File: config.mk
export PLATFORM = sky130hd
export DESIGN_NAME = imem_loader
export DESIGN_NICKNAME = d
export VERILOG_FILES = /design/src/rtl/imem_loader.sv
export SDC_FILE = /design/constraint.sdc
export NUM_CORES = 1
export LEC_CHECK = 0
export CAP_MARGIN = 0
export CORE_MARGIN = 4
export CORE_UTILIZATION = 47
export CTS_BUF_LIST = sky130_fd_sc_hd__clkbuf_16
export DETAILED_ROUTE_END_ITERATION = 6
export PLACE_DENSITY = 0.72
export SETUP_SLACK_MARGIN = 0.1
export SLEW_MARGIN = 20
export SYNTH_ARGS = -nofsm -noshare
export SYNTH_HDL_FRONTEND = slang
export SYNTH_SLANG_ARGS = --single-unit
export TNS_END_PERCENT = 50
File: constraint.sdc
create_clock -name clk -period 3.8 [get_ports clk]
set_clock_uncertainty 0.05 [all_clocks]
set_input_delay 0.76 -clock clk [delete_from_list [all_inputs] [get_ports clk]]
set_output_delay 0.76 -clock clk [all_outputs]
set_load 0.01 [all_outputs]
File: src/rtl/imem_loader.sv
// imem_loader
//   Receives a program over a byte stream and writes it into instruction
//   memory while holding the processor in reset.
//
//   Frame format:
//     count N, then N words (2 bytes each, high byte first), then a checksum.
//   The checksum is the XOR of the 2N data bytes; the count byte is excluded.
//
//   Ports
//     clk        : single clock; all state updates on its rising edge
//     rst        : synchronous, active-high reset
//     in_valid   : byte-stream valid
//     in_data    : byte-stream data
//     in_ready   : loader accepts a byte this cycle
//     reload     : restart request, honoured only in DONE or ERR
//     imem_we    : instruction-memory write strobe (one cycle per word)
//     imem_addr  : instruction-memory write address (word index)
//     imem_wdata : instruction-memory write data
//     cpu_rst    : holds the processor in reset while high
//     load_done  : program loaded and checksum correct
//     load_err   : load aborted (zero/oversized count or bad checksum)
//
//   The word register is assembled as {high byte, low byte}, so DATA_W is
//   expected to be 16.
module imem_loader #(
  parameter int ADDR_W = 8,
  parameter int DATA_W = 16
) (
  input  logic              clk,
  input  logic              rst,
  input  logic              in_valid,
  input  logic [7:0]        in_data,
  output logic              in_ready,
  input  logic              reload,
  output logic              imem_we,
  output logic [ADDR_W-1:0] imem_addr,
  output logic [DATA_W-1:0] imem_wdata,
  output logic              cpu_rst,
  output logic              load_done,
  output logic              load_err
);

  typedef enum logic [2:0] {
    IDLE = 3'd0,
    HI   = 3'd1,
    LO   = 3'd2,
    CHK  = 3'd3,
    DONE = 3'd4,
    ERR  = 3'd5
  } state_t;

  state_t      state;
  state_t      state_nx;
  logic        hs;
  logic        n_bad;
  logic        last_word;
  logic [7:0]  n_reg;
  logic [7:0]  word_cnt;
  logic [7:0]  xor_acc;

  assign hs = in_valid && in_ready;

  // A count of zero, or more words than the address space holds, is rejected.
  assign n_bad = (in_data == 8'd0) || (32'(in_data) > (32'd1 << ADDR_W));

  // word_cnt counts words completed before the current LO byte.
  assign last_word = (word_cnt == (n_reg - 8'd1));

  always_ff @(posedge clk) begin
    if (rst) begin
      state <= IDLE;
    end else begin
      state <= state_nx;
    end
  end

  always_comb begin
    state_nx  = state;
    in_ready  = 1'b0;
    cpu_rst   = 1'b1;
    load_done = 1'b0;
    load_err  = 1'b0;
    case (state)
      IDLE: begin
        in_ready = 1'b1;
        if (hs) state_nx = n_bad ? ERR : HI;
      end
      HI: begin
        in_ready = 1'b1;
        if (hs) state_nx = LO;
      end
      LO: begin
        in_ready = 1'b1;
        if (hs) state_nx = last_word ? CHK : HI;
      end
      CHK: begin
        in_ready = 1'b1;
        if (hs) state_nx = (in_data == xor_acc) ? DONE : ERR;
      end
      DONE: begin
        cpu_rst   = 1'b0;
        load_done = 1'b1;
        if (reload) state_nx = IDLE;
      end
      ERR: begin
        load_err = 1'b1;
        if (reload) state_nx = IDLE;
      end
      default: state_nx = IDLE;
    endcase
  end

  // Datapath: count/word/XOR capture and the one-cycle write strobe.
  // Address and data only change on the edge that ends the strobe cycle,
  // so both are stable while imem_we is high.
  always_ff @(posedge clk) begin
    if (rst) begin
      n_reg      <= 8'd0;
      word_cnt   <= 8'd0;
      xor_acc    <= 8'd0;
      imem_we    <= 1'b0;
      imem_addr  <= '0;
      imem_wdata <= '0;
    end else begin
      imem_we <= 1'b0;
      if (imem_we) imem_addr <= imem_addr + ADDR_W'(1);
      case (state)
        IDLE: begin
          if (hs && !n_bad) begin
            n_reg     <= in_data;
            word_cnt  <= 8'd0;
            xor_acc   <= 8'd0;
            imem_addr <= '0;
          end
        end
        HI: begin
          if (hs) begin
            imem_wdata[15:8] <= in_data;
            xor_acc          <= xor_acc ^ in_data;
          end
        end
        LO: begin
          if (hs) begin
            imem_wdata[7:0] <= in_data;
            xor_acc         <= xor_acc ^ in_data;
            imem_we         <= 1'b1;
            word_cnt        <= word_cnt + 8'd1;
          end
        end
        DONE, ERR: begin
          if (reload) begin
            imem_addr <= '0;
            word_cnt  <= 8'd0;
            xor_acc   <= 8'd0;
          end
        end
        default: ;
      endcase
    end
  end

endmodule

Yosys cells after proc, flatten, opt, wreduce, memory -nomap -nowiden. Index checks and enable logic that the tools add are counted. W data, S select, Z words.

Output and inout bits: 29. Register bits after elaboration: 52. Bits in writable memories: 0. Memories kept: 0. Bits of input ports: 12. ROM bits: 0. Bits in latches: 0.

Magnitude comparators: 0. $mul: 0. Divide/modulo/power cells: 0. Mux-type cells: 24. Eq/ne operators: 14. Reductions and logical operators: 17. $add $sub $neg: 3. Shift operators: 0. Bitwise logic cells: 2.

Operators with widths (number): $mux W8 (7); $pmux W8 S3 (2); $mux W3 (6); $add A8 B1 Y8 const B (2); $eq A8 B8 Y1 (2); $pmux W8 S2 (1); $pmux W3 S5 (1); $ne A2 B2 Y1 const B (5); $logic_not A8 Y1 (1); $reduce_and A4 Y1 (2); $sub A8 B1 Y8 const B (1); $xor A8 B8 Y8 (1); $eq A3 B2 Y1 const B (2); $eq A3 B3 Y1 const B (2); $mux W1 (6); $reduce_and A2 Y1 (3); $reduce_bool A3 Y1 (2); $reduce_or A2 Y1 (3); $reduce_and A5 Y1 (1); $ne A2 B1 Y1 const B (2); $reduce_or A4 Y1 (1); $eq A3 B1 Y1 const B (1); $logic_not A3 Y1 (1); $logic_and A1 B1 Y1 (2); other kinds (3) (3).

Longest topological paths before layout.
Depth after elaboration: 7. Mapped depth: 7.

Least setup slack after synthesis. Ideal clock, no wire load.

Path kind: input port to flip-flop. Start: in in_data[6]. End: reg word_cnt[6]. Data arrival time: 1.992 ns. Cell stages on the path: 5. Required time: 3.633 ns. Path slack: 1.641 ns. Path through: or4_4 nor4_4 nor4_1 xnor2_1 nor2_1.

Cells in the longest elaborated chain, start to end: 5.

RTL lines: from (decl) (line 32) `input logic [7:0] in_data,`; $logic_not A8 Y1 (line 64) `assign n_bad = (in_data == 8'd0) || (32'(in_data) > (32'd1 << ADDR_W));`; $logic_not A1 Y1 (line 129) `if (hs && !n_bad) begin`; $logic_and A1 B1 Y1 (line 129); $ne A2 B2 Y1 (no source line); $reduce_and A4 Y1 (no source line); to (signal assigned) (line 147) `word_cnt <= word_cnt + 8'd1;`; to (decl) (line 58) `logic [7:0] word_cnt;`.

Every way passes these cells. A chain may end at the register's enable or synchronous reset.

Final worst setup path.
Start: reg state[1]. End: out load_done.

Cells in the longest elaborated chain, start to end: 2.

RTL lines: from (decl) (line 52) `state_t state;`; from (signal assigned) (line 73) `state <= state_nx;`; $eq A3 B3 Y1 (line 83) `case (state)`; $mux W1 (line 83); to (decl) (line 39) `output logic load_done,`.

Every way passes these cells.

==> run metrics <==
status=completed; antenna viol nets, final=0; crit path to=load_done; crit-path cells=or2_2 -> or2_2 -> inv_1 -> clkdlybuf4s50_1; reg-to-reg endpoint=state[1]; final core utilization=about 60%; grt ovf=0; CP endpoint kind=output port; Syn-to-layout area delta=24.2%; DIE AREA=6580 µm²; Final TNS setup=0 ns; Starting Density=48.9%; Ys Warns=0; setup ws final=around 0.98 ns; final HPWL from detailed placement=4330 µm; asr flop ratio synth=0%; top-count cell post-synth=dfxtp_1; FP Rows=26; CTS tree=done; WP data arrival=2.01 ns; share of layout cells above drive strength 1=5.29%; Worst-Margin Slew=0.671 ns; Setup crit start=state[1]; worst-path fanout max=9; initial antenna violation count=0; Synth Register Bits=52; root buf cell=clkbuf_16; commonest cells in the synthesized netlist=dfxtp_1, nand2_1, nor2_1, a21oi_1, xnor2_1; GP Congestion=0.812; buffer levels on the longest clock path=2; routed len/inst=14.4 µm; fin nets=roughly 350; mean area per synthesized cell=between 8 and 9 µm²; Synth area leader=dfxtp_1; Synth top area share=41.4%; final non-filler cell total=410; largest net degree at the start of global routing=25; max-capacitance violation count=0; Worst-path clk slew=0.07 ns; R2R Setup Slk=1.68 ns; fillcell total=497; Syn Inst Count=298; fin crit period=2.82 ns; Port-buffer cells=40; max reg flops=16; core area=5140 µm²; worst slack at placement=0.829 ns; DIE HEIGHT=81.1 µm; final hold vios=0; reg2reg start=n_reg[0]; Die X=81.1 µm; Power per Cell Area=363 nW/µm²; placed cell count=402; Slew HR=55.2%; slowest CP cell=clkdlybuf4s50_1; # setup viols final=0; CTS Sinks=52; r2r worst-path depth=7; Req. time, crit path=2.99 ns; Critical Path Source Type=flop; detailed-route via count=2170; drt total wl=~5900 µm; Worst path depth=4; # hold bufs at CTS=0; syn_nets=313; CP bufs+invs=2; vias per cell=5.29; setup repair bufs after CTS=0; H-Tree Depth=2; I/O pin count=41; DRC Markers=0; cell family with most CP delay=simple AND/OR/NAND/NOR gates; critical path type=flop to output port; count of cell types in the netlist=44; first-pass GRT wire length=9970 µm; Min-Delay Path Class=flop to flop; iteration count of the initial detailed-routing pass=4; number of global-route vias before repair=approximately 2100; Syn Std Cell Area=2510 µm²; worst skew pair latency=0.28 ns; crit-path most repeated cell=or2_2; CTS buffer count=5; Slew Viols, Final=0; register area share after synthesis=41.4%; DR iter-0 viols=123; Gates resized, CTS repair=0; Most flops, register=imem_wdata; slowest stage delay, CP=0.52 ns; ANT cells=0; unrepaired setup endpoints after global routing=false; number of flops mapped to enable cells by yosys=0; all-layer global routing usage=about 19%; Lkg Pwr=0.00108 µW; fin crit share=74.1%; Area contributors post-synth=dfxtp_1, nand2_1, xnor2_1, a21oi_1, nor2_1; Main synth FF type=dfxtp_1; Worst IR Drop VDD=0.248 mV; Max Freq=roughly 350 MHz
## stage by stage
step,hold WS [ns],instance area (µm²),power (µW)
floorplan,0.431,2510,670
global placement,0.393,2980,717
detailed placement,0.398,2980,720
CTS,0.406,3120,1150
global route,0.417,3120,1180
finish,0.407,3120,1130
## power breakdown
part / switching, µW / internal [µW]
Clock: 187 / 239
Combinational: 72.5 / 60.6
Sequential: 15.5 / 559
Total: 275 / 859
## cell families after synthesis
kind of cell	count (synthesis)	synth area share, %
adder cells (fa/ha/maj)	3	1.49
buffers and inverters	14	2.24
AO/OA/AOI/OAI	56	13.6
AND/OR/NAND/NOR	134	27.1
multiplexers	10	4.03
flip-flops	52	41.4
XOR/XNOR	29	10.1
## placed cells by master, fill, tap and decap left out, types with 3 or more instances in the layout
master and count:
a21oi_1 25, ha_1 3, o21ai_0 13, inv_1 6
nand4_1 5, nand3_1 7, clkdlybuf4s50_1 40, nor3_1 5
dfxtp_1 52, and3_1 3, nor2b_1 11, xnor2_1 18
nand2_1 45, clkbuf_16 5, a32o_1 7, mux2i_1 9
nor4_1 7, xor2_1 11, nor2_1 32
## worst min path at each step
stage	from	to	slack [ns]	depth (start not counted)
2_1_floorplan	imem_wdata[0]	imem_wdata[0]	0.43	2
3_3_place_gp	imem_wdata[12]	imem_wdata[12]	0.39	2
3_5_place_dp	imem_wdata[12]	imem_wdata[12]	0.40	2
4_1_cts	imem_wdata[12]	imem_wdata[12]	0.41	2
5_1_grt	imem_wdata[12]	imem_wdata[12]	0.42	2
6_report	imem_wdata[5]	imem_wdata[5]	0.41	2
## worst reg2reg max path: cells and delay by family, from the launching register on
| kind | cells | cell delay (ns) |
|---|---|---|
| and+or+nand+nor | 2 | 0.74 |
| AOI/OAI and AO/OA | 2 | 0.35 |
| DFF | 1 | 0.40 |
| xor gates and xnor gates | 1 | 0.12 |
| adders and majority gates | 1 | 0.30 |
| buffers and inverters | 1 | 0.07 |
## final cells by class
cell class / instances / area (µm²) / area share (%)
Clock inverter: 3 / 15.0 / 0.481
Sequential cell: 52 / 1040 / 33.3
Clock buffer: 5 / 125 / 4.01
Timing Repair Buffer: 42 / 415 / 13.3
Multi-Input combinational cell: 232 / 1420 / 45.4
Tap cell: 70 / 87.6 / 2.80
Inverter: 6 / 22.5 / 0.721
## metal layers
metal | vias to the layer above | GRT usage (%) | routed length [µm]
met4 | 0 | 5.07 | 61
met1 | 1001 | 26.0 | 2700
met5 | - | 0 | 0
met2 | 53 | 32.2 | 2890
li1 | 1111 | - | -
met3 | 5 | 2.88 | 270
No activity file was read; power rests on OpenSTA's default activity.
